**config.mk**
```make
export PLATFORM = sky130hd
export DESIGN_NAME = keccak_pad_blk
export DESIGN_NICKNAME = d
export VERILOG_FILES = /design/src/rtl/keccak_pkg.sv /design/src/rtl/kpad_lane_fmt.sv /design/src/rtl/keccak_pad_blk.sv
export SDC_FILE = /design/constraint.sdc
export NUM_CORES = 1
export LEC_CHECK = 0
export CORE_ASPECT_RATIO = 0.7
export CORE_MARGIN = 1
export CORE_UTILIZATION = 46
export DETAILED_ROUTE_END_ITERATION = 10
export PLACE_DENSITY = 0.76
export SLEW_MARGIN = 20
export SYNTH_ARGS = -nofsm -noshare
export SYNTH_HDL_FRONTEND = slang
export SYNTH_SLANG_ARGS = --single-unit
export TNS_END_PERCENT = 10
```
**constraint.sdc**
```tcl
create_clock -name clk -period 2.89 [get_ports clk]
set_input_delay 0.289 -clock clk [delete_from_list [all_inputs] [get_ports clk]]
set_output_delay 0.289 -clock clk [all_outputs]
set_load 0.01 [all_outputs]
```
**src/rtl/keccak_pkg.sv**
```systemverilog
// Shared Keccak definitions used by the pad/block feeder and the permutation stage.
package keccak_pkg;

  localparam int NLANES = 25;
  localparam int LANE_W = 64;

  typedef logic [LANE_W-1:0] lane_t;

  typedef enum logic [1:0] {
    IDLE,
    DATA,
    PAD,
    CAP
  } pad_state_e;

  localparam logic [7:0] SHA3_DS = 8'h06;
  localparam logic [7:0] PAD_END = 8'h80;

endpackage

```
**src/rtl/kpad_lane_fmt.sv**
```systemverilog
// Combinational lane builder: passes message words through, or forms pad10*1 /
// capacity lanes from the byte count, pad flags and lane index.
module kpad_lane_fmt
  import keccak_pkg::*;
#(
  parameter int         RATE_LANES = 17,
  parameter logic [7:0] DS_BYTE    = SHA3_DS
) (
  input  lane_t      word_i,
  input  logic [3:0] nbytes_i,
  input  logic       last_i,
  input  logic       genPad_i,
  input  logic       dsPending_i,
  input  logic       zero_i,
  input  logic [4:0] laneIdx_i,
  output lane_t      lane_o
);

  localparam logic [4:0] LAST_RATE = 5'(RATE_LANES - 1);

  logic       rateEnd;
  logic [5:0] bitOfs;
  lane_t      keepMask;

  assign rateEnd  = (laneIdx_i == LAST_RATE);
  assign bitOfs   = {nbytes_i[2:0], 3'b000};
  assign keepMask = (lane_t'(1) << bitOfs) - lane_t'(1);

  // A partial last word keeps its low bytes and gets the domain byte right above them.
  always_comb begin
    lane_o = '0;
    if (zero_i) begin
      lane_o = '0;
    end else if (genPad_i) begin
      lane_o[7:0] = dsPending_i ? DS_BYTE : 8'h00;
      if (rateEnd) lane_o[63:56] = lane_o[63:56] | PAD_END;
    end else if (!last_i || nbytes_i[3]) begin
      lane_o = word_i;
    end else begin
      lane_o = (word_i & keepMask) | (lane_t'(DS_BYTE) << bitOfs);
      if (rateEnd) lane_o[63:56] = lane_o[63:56] | PAD_END;
    end
  end

endmodule

```
**src/rtl/keccak_pad_blk.sv**
```systemverilog
// Packs message words into 25-lane Keccak blocks with SHA-3 padding, streamed x-fast.
// Optional block counter output blkcnt is enabled by defining KPAD_STATS_EN.
module keccak_pad_blk
  import keccak_pkg::*;
#(
  parameter int         RATE_LANES = 17,
  parameter logic [7:0] DS_BYTE    = SHA3_DS
) (
  input  logic        clk,
  input  logic        rst,
  input  logic        pushin,
  output logic        stopin,
  input  logic        firstin,
  input  logic        lastin,
  input  logic [3:0]  nbytes,
  input  logic [63:0] din,
  output logic        pushout,
  input  logic        stopout,
  output logic        firstout,
  output logic [63:0] dout
`ifdef KPAD_STATS_EN
  ,
  output logic [15:0] blkcnt
`endif
);

  localparam logic [4:0] LAST_RATE = 5'(RATE_LANES - 1);
  localparam logic [4:0] LAST_LANE = 5'(NLANES - 1);

  pad_state_e state_q, state_d;
  logic [4:0] cnt_q, cnt_d;
  logic       padPending_q, padPending_d;
  logic       msgOpen_q, msgOpen_d;
  logic       holdValid_q, holdValid_d;
  lane_t      holdWord_q, holdWord_d;
  logic       holdLast_q, holdLast_d;
  logic [3:0] holdNb_q, holdNb_d;
  logic       pushout_q, pushout_d;
  logic       firstout_q, firstout_d;
  lane_t      dout_q, dout_d;

  logic       ready;
  logic       accept;
  logic       useHold;
  lane_t      srcWord;
  logic [3:0] srcNb;
  logic       srcLast;
  lane_t      lane;
  logic       procWord;
  logic       procFirst;

  assign ready   = !pushout_q || !stopout;
  assign stopin  = (pushout_q && stopout) || (state_q == PAD) || (state_q == CAP);
  assign accept  = pushin && !stopin;
  // A firstin word that interrupted an open message is replayed as lane 0 once the old block closes.
  assign useHold = (state_q == CAP) && holdValid_q && (cnt_q == 5'd0);
  assign srcWord = useHold ? holdWord_q : din;
  assign srcNb   = useHold ? holdNb_q   : nbytes;
  assign srcLast = useHold ? holdLast_q : lastin;

  kpad_lane_fmt #(
    .RATE_LANES(RATE_LANES),
    .DS_BYTE   (DS_BYTE)
  ) u_fmt (
    .word_i     (srcWord),
    .nbytes_i   (srcNb),
    .last_i     (srcLast),
    .genPad_i   (state_q == PAD),
    .dsPending_i(padPending_q),
    .zero_i     ((state_q == CAP) && !useHold),
    .laneIdx_i  (cnt_q),
    .lane_o     (lane)
  );

  always_comb begin
    state_d      = state_q;
    cnt_d        = cnt_q;
    padPending_d = padPending_q;
    msgOpen_d    = msgOpen_q;
    holdValid_d  = holdValid_q;
    holdWord_d   = holdWord_q;
    holdLast_d   = holdLast_q;
    holdNb_d     = holdNb_q;
    pushout_d    = pushout_q;
    firstout_d   = firstout_q;
    dout_d       = dout_q;
    procWord     = 1'b0;
    procFirst    = 1'b0;

    if (ready) begin
      pushout_d  = 1'b0;
      firstout_d = 1'b0;
    end

    case (state_q)
      IDLE: begin
        if (accept && firstin) begin
          procWord  = 1'b1;
          procFirst = 1'b1;
        end
      end
      DATA: begin
        if (accept) begin
          if (firstin && (cnt_q != 5'd0)) begin
            holdValid_d = 1'b1;
            holdWord_d  = din;
            holdLast_d  = lastin;
            holdNb_d    = nbytes;
            msgOpen_d   = 1'b0;
            state_d     = CAP;
          end else begin
            procWord  = 1'b1;
            procFirst = firstin;
          end
        end
      end
      PAD: begin
        if (ready) begin
          pushout_d    = 1'b1;
          dout_d       = lane;
          padPending_d = 1'b0;
          cnt_d        = cnt_q + 5'd1;
          if (cnt_q == LAST_RATE) state_d = CAP;
        end
      end
      CAP: begin
        if (ready) begin
          if (useHold) begin
            procWord    = 1'b1;
            procFirst   = 1'b1;
            holdValid_d = 1'b0;
          end else begin
            pushout_d = 1'b1;
            dout_d    = lane;
            if (cnt_q == LAST_LANE) begin
              cnt_d = 5'd0;
              if (holdValid_q)       state_d = CAP;
              else if (padPending_q) state_d = PAD;
              else if (msgOpen_q)    state_d = DATA;
              else                   state_d = IDLE;
            end else begin
              cnt_d = cnt_q + 5'd1;
            end
          end
        end
      end
      default: state_d = IDLE;
    endcase

    if (procWord) begin
      pushout_d  = 1'b1;
      dout_d     = lane;
      firstout_d = procFirst && (cnt_q == 5'd0);
      cnt_d      = cnt_q + 5'd1;
      msgOpen_d  = !srcLast;
      if (srcLast) padPending_d = srcNb[3];
      if (cnt_q == LAST_RATE) state_d = CAP;
      else                    state_d = srcLast ? PAD : DATA;
    end
  end

  always_ff @(posedge clk) begin
    if (!rst) begin
      state_q      <= IDLE;
      cnt_q        <= 5'd0;
      padPending_q <= 1'b0;
      msgOpen_q    <= 1'b0;
      holdValid_q  <= 1'b0;
      holdWord_q   <= '0;
      holdLast_q   <= 1'b0;
      holdNb_q     <= 4'd0;
      pushout_q    <= 1'b0;
      firstout_q   <= 1'b0;
      dout_q       <= '0;
    end else begin
      state_q      <= state_d;
      cnt_q        <= cnt_d;
      padPending_q <= padPending_d;
      msgOpen_q    <= msgOpen_d;
      holdValid_q  <= holdValid_d;
      holdWord_q   <= holdWord_d;
      holdLast_q   <= holdLast_d;
      holdNb_q     <= holdNb_d;
      pushout_q    <= pushout_d;
      firstout_q   <= firstout_d;
      dout_q       <= dout_d;
    end
  end

  assign pushout  = pushout_q;
  assign firstout = firstout_q;
  assign dout     = dout_q;

`ifdef KPAD_STATS_EN
  logic        lastOut_q;
  logic [15:0] blkcnt_q;

  // The output register tracks whether it holds lane 24 so blocks count on downstream transfer.
  always_ff @(posedge clk) begin
    if (!rst) begin
      lastOut_q <= 1'b0;
      blkcnt_q  <= 16'd0;
    end else begin
      if (ready) lastOut_q <= (state_q == CAP) && !useHold && (cnt_q == LAST_LANE);
      if (pushout_q && !stopout && lastOut_q) blkcnt_q <= blkcnt_q + 16'd1;
    end
  end

  assign blkcnt = blkcnt_q;
`endif

endmodule

```
## Word level (Yosys, flattened, before mapping)

Cells that the tools add are included.

| word-level totals | value |
|---|---|
| logic and storage cells | 131 |
| memory bits (writable) | 0 |
| memories | 0 |
| bits in read-only memories | 0 |
| register bits | 145 |
| bits in latches | 0 |

| cells by class | value |
|---|---|
| multiply operators | 0 |
| order comparisons | 0 |
| shift operators | 2 |
| add/subtract/negate cells | 2 |
| divide/modulo/power cells | 0 |
| mux-type cells | 66 |
| reductions and logical operators | 32 |
| eq/ne operators | 16 |
| bitwise gates (word level) | 2 |

Operators with widths:

| operator | number |
|---|---|
| 2-to-1 mux 64 bit | 7 |
| one-hot mux 64 bit (2 select lines) | 1 |
| AND 64 bit | 1 |
| bitwise OR 64 bit | 1 |
| << shifter 1 x 6 -> 64 bit, first input constant | 1 |
| << shifter 3 x 6 -> 64 bit, first input constant | 1 |
| subtractor 64 x 1 -> 64 bit, second input constant | 1 |
| 2-to-1 mux 48 bit | 1 |
| 2-to-1 mux 8 bit | 4 |
| 2-to-1 mux 1 bit | 28 |
| 2-to-1 mux 5 bit | 5 |
| 2-to-1 mux 2 bit | 12 |
| inequality test 3 bit, second input constant | 6 |
| == test 5 bit, second input constant | 2 |
| one-hot mux 5 bit (2 select lines) | 1 |
| nonzero test 2 bit | 5 |
| logical AND 1 bit | 8 |
| inequality test 2 bit, second input constant | 4 |
| AND reduction 8 bit | 1 |
| one-hot mux 1 bit (3 select lines) | 2 |
| one-hot mux 2 bit (3 select lines) | 1 |
| AND reduction 3 bit | 2 |
| adder 5 x 1 -> 5 bit, second input constant | 1 |
| logical NOT 1 bit | 5 |
| 14 further kinds | 19 |

## Depth between registers and ports, before layout

Gate-level depths: netlist (run 1).

| logic depth | value |
|---|---|
| word-level depth | 16 |
| mapped depth | 13 |

## Cells and area by module

A second synthesis (run 1) with hierarchy kept.

| second synthesis, totals | value |
|---|---|
| cell total of the unflattened synthesis | 915 |
| area total of the unflattened synthesis | 7288.2 um^2 |

By module, submodules not included:

| module | sequential area each (um^2) | times used | cells an instance | area each (um^2) |
|---|---|---|---|---|
| keccak_pad_blk | 2902.8 | 1 | 775 | 6458.7 |
| kpad_lane_fmt | 0.0 | 1 | 140 | 829.5 |

## Least setup slack after synthesis (run 1)

Ideal clock, no wire load.

| timing | value |
|---|---|
| kind | register to register |
| from | register cnt_q[0] |
| to | register dout_q[16], in the netlist dout[16] |
| library setup time | 0.117 ns |
| required time | 2.773 ns |
| clock period less this slack | 3.065 ns |
| stages on the path, launching flop included | 13 |
| arrival time | 2.947 ns |
| slack | -0.175 ns |
| cell sequence | dfxtp_1 > inv_1 > ha_1 > nor4b_1 > buf_2 > nand2_1 > buf_2 > mux2_2 > or2_2 > ha_1 > o311ai_0 > a211oi_1 > a32o_1 |

| on the way | value |
|---|---|
| longest elaborated chain between the ends | 14 |

Ends and longest elaborated chain:

| item | line | source |
|---|---|---|
| start, declared | keccak_pad_blk.sv:31 | `logic [4:0] cnt_q, cnt_d;` |
| start signal, assigned | keccak_pad_blk.sv:177 | `cnt_q <= cnt_d;` |
| logical NOT 5 bit | keccak_pad_blk.sv:56 | `assign useHold = (state_q == CAP) && holdValid_q && (cnt_q == 5'd0);` |
| logical AND 1 bit | keccak_pad_blk.sv:56 |  |
| 2-to-1 mux 4 bit | keccak_pad_blk.sv:58 | `assign srcNb = useHold ? holdNb_q : nbytes;` |
| << shifter 1 x 6 -> 64 bit | kpad_lane_fmt.sv:27 | `assign keepMask = (lane_t'(1) << bitOfs) - lane_t'(1);` |
| subtractor 64 x 1 -> 64 bit | kpad_lane_fmt.sv:27 |  |
| AND 64 bit | kpad_lane_fmt.sv:40 | `lane_o = (word_i & keepMask) \| (lane_t'(DS_BYTE) << bitOfs);` |
| bitwise OR 64 bit | kpad_lane_fmt.sv:40 |  |
| 2-to-1 mux 64 bit | kpad_lane_fmt.sv:37 | `end else if (!last_i \|\| nbytes_i[3]) begin` |
| 2-to-1 mux 48 bit | kpad_lane_fmt.sv:34 | `end else if (genPad_i) begin` |
| 2-to-1 mux 64 bit | kpad_lane_fmt.sv:32 | `if (zero_i) begin` |
| 2-to-1 mux 64 bit | keccak_pad_blk.sv:128 | `if (useHold) begin` |
| 2-to-1 mux 64 bit | keccak_pad_blk.sv:127 | `if (ready) begin` |
| one-hot mux 64 bit (2 select lines) | keccak_pad_blk.sv:95 | `case (state_q)` |
| 2-to-1 mux 64 bit | keccak_pad_blk.sv:150 | `if (procWord) begin` |
| end signal, assigned | keccak_pad_blk.sv:186 | `dout_q <= dout_d;` |
| end, declared | keccak_pad_blk.sv:40 | `lane_t dout_q, dout_d;` |

Parallel ways exist; a longest one is shown, timed or not. The select of a mux whose other input is x is not followed.
A chain may end at the register's enable or synchronous reset.

## Worst setup path after layout (run 1)

Same ends and word-level chain as after synthesis.

==> key figures, run 1 <==
Logic synthesis
  • Ys flop type: dfxtp_1
  • Most frequent cell after synthesis: nand2_1
  • Post-synth top cells: 228 x nand2_1, 145 x dfxtp_1, 124 x a21oi_1, 47 x clkbuf_1, 26 x mux2i_1
  • Ys async rst share: 0%
  • Cell variety after synth: 64
  • Post-synth EDFFs: 0
  • Mapped Cells: 835
  • Netlist Area Pre-Place: 6660 sq um
  • Synth top area share: 43.6%
  • Yosys warnings: 0
  • Synth top area cells: dfxtp_1 44%, nand2_1 13%, a21oi_1 9.3%, mux2i_1 3.9%, clkbuf_1 2.6%
  • Register bit total from synthesis: 145
  • Synth area leader: dfxtp_1
  • Net count after synthesis: 916
  • Syn avg cell area: 7.98 sq um
  • Sequential-to-total area share from yosys stat: 43.6%

STA
  • Final Hold Slack: 444 ps
  • Final period utilization: 97.2%
  • Worst-margin pin slew: 738 ps
  • RSZ-0062 raised after global routing: yes
  • Slew margin rel.: 50.7%
  • Count of final max-slew check failures: 0
  • F_max: 356 MHz
  • Final Hold Fails: 0
  • Setup violators final: 0
  • Setup Skew: 9.88 ps
  • Final worst path period need: 2810 ps

Detailed routing
  • Vias: 6704
  • Post-detailed-route DRC marker count: 0
  • Routed WL: 20500 um
  • Routed length per instance: 17.5 um
  • Initial DRT Pass Iterations: 5
  • ANT nets after route: 0
  • DRT iter0 DRCs: 503
  • Vias per cell: 5.72

Floorplan
  • Initial Util: 47.6%
  • IO Pins: 141
  • Core ar.: 14000 sq um
  • Die area: 15000 sq um
  • Die Span Y: 103 um
  • Rows: 36
  • Width of the chip: 146 um

Final layout
  • Share of cells above drive strength 1: 10.5%
  • N_diodes: 0
  • Design area: 9110 sq um
  • Area Overhead vs Synth: 36.7%
  • Fillers: 1182
  • Final #Nets: 1052

Critical path
  • Setup crit start kind: flip-flop
  • Flop2flop setup slack: 80 ps
  • Critical path endpoint: dout[16]
  • Worst-case reg-to-reg path depth: 10
  • Crit path DAT: 3120 ps
  • R2R Path End: dout[16]
  • Max FO, Critical Path: 7
  • CP Capture Type: flip-flop
  • CP startpoint: cnt_q[0]
  • Reg-to-Reg Start: cnt_q[0]
  • Crit Path Category: flip-flop to flip-flop
  • Worst Path Required: 3200 ps

CTS
  • Max Buffers Root-to-Sink: 2
  • CTS tree: built
  • Post-CTS Setup Inserts: 0
  • Total CTS buffers: 17
  • Worst-skew pair later-pin latency: 430 ps
  • CTS Hold Bufs: 0
  • Clock transition at the registers of the reported paths: 70 ps
  • Clk sinks: 145
  • Clock Root Buffer: clkbuf_16
  • CTS HTree Levels: 4

Global routing
  • Number of global-route vias before repair: 6260
  • Grt ovf: 0
  • Pin count of the biggest net entering global routing: 49
  • Tot GR Track Use: 28.0%
  • Initial antenna violation count: 0
  • First-pass GRT wire length: 32900 um

Power
  • VDD IR max: 0.000388 V
  • Leakage: 0.00333 uW
  • Pwr dens: 797 nW/um^2

Hold path
  • Worst hold path class: primary input to flip-flop
  • Worst hold path cell count: 3

Placement
  • DP Area: 8430 sq um
  • Port Buffers: 140
  • RePlAce Congestion: 0.935
  • DP HPWL: 13700 um

Outcome
  • Outcome: finished clean

Flow run
  • Max Cap Violations: 0
-- layer usage --
layer	vias up	track usage, %	wire length (um)
li1	3232	-	-
met5	-	0	0
met3	48	7.52	1880
met1	3112	38.0	9470
met2	312	42.7	8720
met4	0	10.6	454
-- cell families (layout without fill, tap and decap cells) --
kind of cell | count (synthesis) | count (layout) | synth area share, %
compound gates | 250 | 250 | 23.5
xor+xnor | 3 | 3 | 0.394
fa+ha+maj | 7 | 7 | 1.31
buf+inv | 78 | 226 | 4.77
flops | 145 | 145 | 43.6
mux | 34 | 34 | 5.43
simple gates | 318 | 318 | 21.0
-- worst min-delay path by stage --
| stage | to | from |
|---|---|---|
| 6_report | holdWord_q[53] | din[53] |
| 5_1_grt | holdWord_q[1] | din[1] |
| 4_1_cts | holdWord_q[53] | din[53] |
| 3_5_place_dp | holdWord_q[33] | holdWord_q[33] |
| 3_3_place_gp | holdWord_q[34] | holdWord_q[34] |
| 2_1_floorplan | holdWord_q[33] | din[33] |
-- sequential cells by signal, summed over array words and instances, names as in the netlist --
signal	cells
holdNb_q	4
pushout	1
holdValid_q	1
msgOpen_q	1
state_q	2
padPending_q	1
firstout	1
cnt_q	5
holdLast_q	1
dout	64
holdWord_q	64
-- repair_timing --
| item | CTS | global route |
|---|---|---|
| resized for setup | 4 | 3 |
| endpoints found under the setup margin | 8 | 15 |
| gates cloned | 0 | 0 |
-- metrics by stage --
| step | setup WS, ps | setup TNS (ps) | instances | total power [uW] | util [%] |
|---|---|---|---|---|---|
| after global placement | 58.0 | 0 | 1142 | 4740 | 60.2 |
| final | 81.8 | 0 | 1173 | 7260 | 65.0 |
| after global routing | -39.7 | -81.0 | 1173 | 7580 | 65.0 |
| after detailed placement | -97.6 | -345 | 1142 | 4760 | 60.2 |
| after floorplan | -33.5 | -33.5 | 835 | 3640 | - |
| after CTS | 65.6 | 0 | 1173 | 7250 | 65.0 |
-- cell usage in the layout, fill, tap and decap left out, types with 5 or more instances in the layout --
cell / count
o2bb2ai_1: 20
o22ai_1: 16
bufinv_16: 5
nor2_1: 10
clkbuf_16: 17
mux2i_1: 26
o21ai_0: 22
inv_1: 11
buf_4: 38
or3_1: 18
nor3_1: 5
dfxtp_1: 145
a21oi_1: 123
a211oi_1: 6
nor3b_1: 5
or4_1: 5
mux2_2: 6
a211o_1: 10
a22oi_1: 8
ha_1: 5
nand2_1: 227
clkdlybuf4s50_1: 140
nand3_1: 17
-- critical path, cell delays in order (launching register included) --
cell and delay [ps]:
dfxtp_1 330, inv_1 90, ha_2 200, or4b_4 510, nor4b_2 280, a31oi_1 80, or2_2 280, ha_2 260
o311ai_2 320, a211oi_1 110, a32o_1 220
-- report_power, final --
group | switching, uW | leakage (uW) | total [uW] | internal [uW]
registers | 173 | 0.00118 | 2450 | 2280
clock network | 929 | 0.000308 | 2470 | 1540
logic | 1260 | 0.00185 | 2340 | 1090
-- area by class of cell --
type                       instances  area [sq um]  share of cell area [%]
inverter                          13          50.0                   0.549
clock buffer                      17           425                    4.67
tap                              190           238                    2.61
sequential                       145          2900                    31.9
clock inverter                    14           228                    2.50
timing repair buffer             182          1770                    19.4
multi-input combinational        612          3500                    38.4
Note: power is estimated with default switching activity, not from simulation.
==> run 2: changes to the inputs <==
--- a/config.mk
+++ b/config.mk
@@ -7,9 +7,9 @@
 export LEC_CHECK = 0
 export CORE_ASPECT_RATIO = 0.7
 export CORE_MARGIN = 1
-export CORE_UTILIZATION = 46
+export CORE_UTILIZATION = 40
 export DETAILED_ROUTE_END_ITERATION = 10
-export PLACE_DENSITY = 0.76
+export PLACE_DENSITY = 0.68
 export SLEW_MARGIN = 20
 export SYNTH_ARGS = -nofsm -noshare
 export SYNTH_HDL_FRONTEND = slang
==> key figures, run 2 (synthesis gave the netlist of run 1 again) <==
Outcome
  • Outcome: finished clean

Final layout
  • Final #Nets: 1049 (-0.29%)
  • Leading cell type in the layout, fill and taps excluded: nand2_1
  • Design area: 9150 sq um (+0.41%)
  • N_diodes: 0 (unchanged)
  • Fillers: 1507 (+27%)
  • Area Overhead vs Synth: 37.3%
  • Multi-input gate area in the final layout: 3520 sq um (+0.57%)
  • Share of cells above drive strength 1: 10.2% (-0.28 points)
  • Sequential cell area: 2900 sq um (unchanged)
  • Most frequent cells in the layout: 227 x nand2_1, 145 x dfxtp_1, 140 x clkdlybuf4s50_1
  • Post-layout util: 56.1% (-8.9 points)

STA
  • Worst-margin pin slew: 899 ps (+161 ps)
  • Setup TNS: 0 ps (unchanged)
  • F_max: 363 MHz (+1.9%)
  • Final Hold Fails: 0 (unchanged)
  • Count of final max-slew check failures: 0 (unchanged)
  • Final period utilization: 95.3% (-1.8 points)
  • Final worst setup slack: 135 ps (+52.9 ps)
  • Setup violators final: 0 (unchanged)
  • Setup Skew: 9.21 ps (-0.672 ps)
  • Slew margin rel.: 39.2% (-12 points)
  • Final worst path period need: 2760 ps (-52.9 ps)

Detailed routing
  • Routed WL: 20400 um (-0.78%)
  • Top layer in use: met4
  • Post-detailed-route DRC marker count: 0 (unchanged)
  • ANT nets after route: 0 (unchanged)
  • Wire length on met2: 8160 um (-6.4%)
  • WL met3: 1660 um (-12%)
  • Vias: 6522 (-2.7%)
  • Vias per cell: 5.41 (-5.4%)
  • Met1 wire length: 10400 um (+9.3%)
  • Initial DRT Pass Iterations: 5 (unchanged)
  • DRT iter0 DRCs: 567 (+13%)
  • Routed length per instance: 16.9 um (-3.5%)

CTS
  • CTS HTree Levels: 4 (unchanged)
  • Total CTS buffers: 17 (unchanged)
  • Clock Root Buffer: clkbuf_16
  • Clock transition at the registers of the reported paths: 60 ps (about the same)
  • CTS Hold Bufs: 0 (unchanged)
  • Post-CTS Setup Inserts: 0 (unchanged)
  • CTS resizes: 2 (-2)
  • CTS tree: built
  • Clk sinks: 145 (unchanged)
  • Max Buffers Root-to-Sink: 2 (unchanged)
  • Worst-skew pair later-pin latency: 430 ps (about the same)

Floorplan
  • Die Span Y: 110 um (+7.1%)
  • IO Pins: 141 (unchanged)
  • Rows: 39 (+8.3%)
  • Initial Util: 40.9% (-6.7 points)
  • Die area: 17200 sq um (+15%)
  • Width of the chip: 156 um (+7.1%)
  • Core ar.: 16300 sq um (+16%)

Critical path
  • R2R Path End: dout[31]
  • Worst-case reg-to-reg path depth: 8 (-2)
  • Max FO, Critical Path: 14 (+7)
  • Setup crit start kind: flip-flop
  • Crit Path Category: flip-flop to flip-flop
  • Reg-to-Reg Start: cnt_q[0]
  • CP Capture Type: flip-flop
  • Flop2flop setup slack: 130 ps (+50 ps)
  • Worst Path Required: 3250 ps (+50 ps)
  • Crit path DAT: 3110 ps (about the same)

Power
  • Pwr dens: 786 nW/um^2 (-1.4%)
  • Sw power: 2270 uW (-3.6%)
  • Sequential power share: 34.0% (+0.3 points)
  • VDD IR max: 0.000440 V (+13%)
  • Gate power share: 32.5% (+0.3 points)
  • Clock network fraction of design power: 33.5% (-0.5 points)
  • Leakage: 0.00334 uW (+0.37%)
  • Final Power: 7190 uW (-0.95%)
  • Power Internal: 4920 uW (+0.32%)
  • Net Sw Frac: 31.6% (-0.87 points)

Global routing
  • First-pass GRT wire length: 31900 um (-3.2%)
  • Tot GR Track Use: 24.2% (-3.8 points)
  • Initial antenna violation count: 0 (unchanged)
  • Number of global-route vias before repair: 5765 (-7.9%)
  • Pin count of the biggest net entering global routing: 54 (+10%)
  • Grt ovf: 0 (unchanged)

Hold path
  • Worst hold path cell count: 3 (unchanged)
  • Hold Crit Start: din[41]
  • Worst hold path endpoint: holdWord_q[41]
  • Worst hold path class: primary input to flip-flop

Placement
  • DP Area: 8450 sq um (+0.25%)
  • DP HPWL: 13700 um (+0.26%)
  • Setup WS pre-CTS: -14.0 ps (+83.6 ps)
  • Port Buffers: 140 (unchanged)
  • RePlAce Congestion: 0.862 (-7.7%)

Flow run
  • Max Cap Violations: 0 (unchanged)
-- run 2: worst max-delay path by stage --
| stage | from | end | slack, ps | depth (start not counted) |
|---|---|---|---|---|
| 3_5_place_dp | cnt_q[0] | dout[16] | -10 | 10 |
| 5_1_grt | cnt_q[0] | dout[63] | -9 | 8 |
| 4_1_cts | cnt_q[0] | dout[16] | 10 | 10 |
| 2_1_floorplan | cnt_q[0] | dout[16] | -30 | 12 |
| 3_3_place_gp | cnt_q[0] | dout[41] | 70 | 11 |
| 6_report | cnt_q[0] | dout[31] | 130 | 8 |
-- run 2: layout make-up --
class	count	share of cell area (%)
Timing Repair Buffer	179	19.1
Clock buffer	23	5.44
Tap cell	225	3.08
Sequential cell	145	31.7
Clock inverter	9	1.66
Inverter	13	0.547
Multi-Input combinational cell	612	38.5
-- run 2: stage by stage --
| stage | cells | hold WS (ps) |
|---|---|---|
| floorplan | 835 | 425 |
| CTS | 1206 | 428 |
| detailed placement | 1174 | 443 |
| global route | 1206 | 428 |
| finish | 1206 | 443 |
| global placement | 1174 | 439 |
-- run 2: critical path, cell delays in order (launching register included) --
cell	delay (ps)
dfxtp_1	320
inv_1	90
ha_1	210
or4b_4	520
buf_4	220
o21ai_0	270
o2111ai_1	430
or3_1	490
a21oi_1	140
-- run 2: per-layer routing --
layer | global-route usage, % | vias to the layer above
li1 | - | 3227
met1 | 35.9 | 3017
met2 | 33.2 | 261
met3 | 7.31 | 17
met4 | 6.44 | 0
met5 | 0 | -
-- run 2: power groups by stage --
stage | Clock [uW] | Combinational, uW | Sequential [uW]
floorplan | 0 | 1080 | 2560
global placement | 0 | 2280 | 2480
detailed placement | 0 | 2290 | 2480
CTS | 2440 | 2300 | 2450
global route | 2520 | 2510 | 2480
finish | 2410 | 2340 | 2450
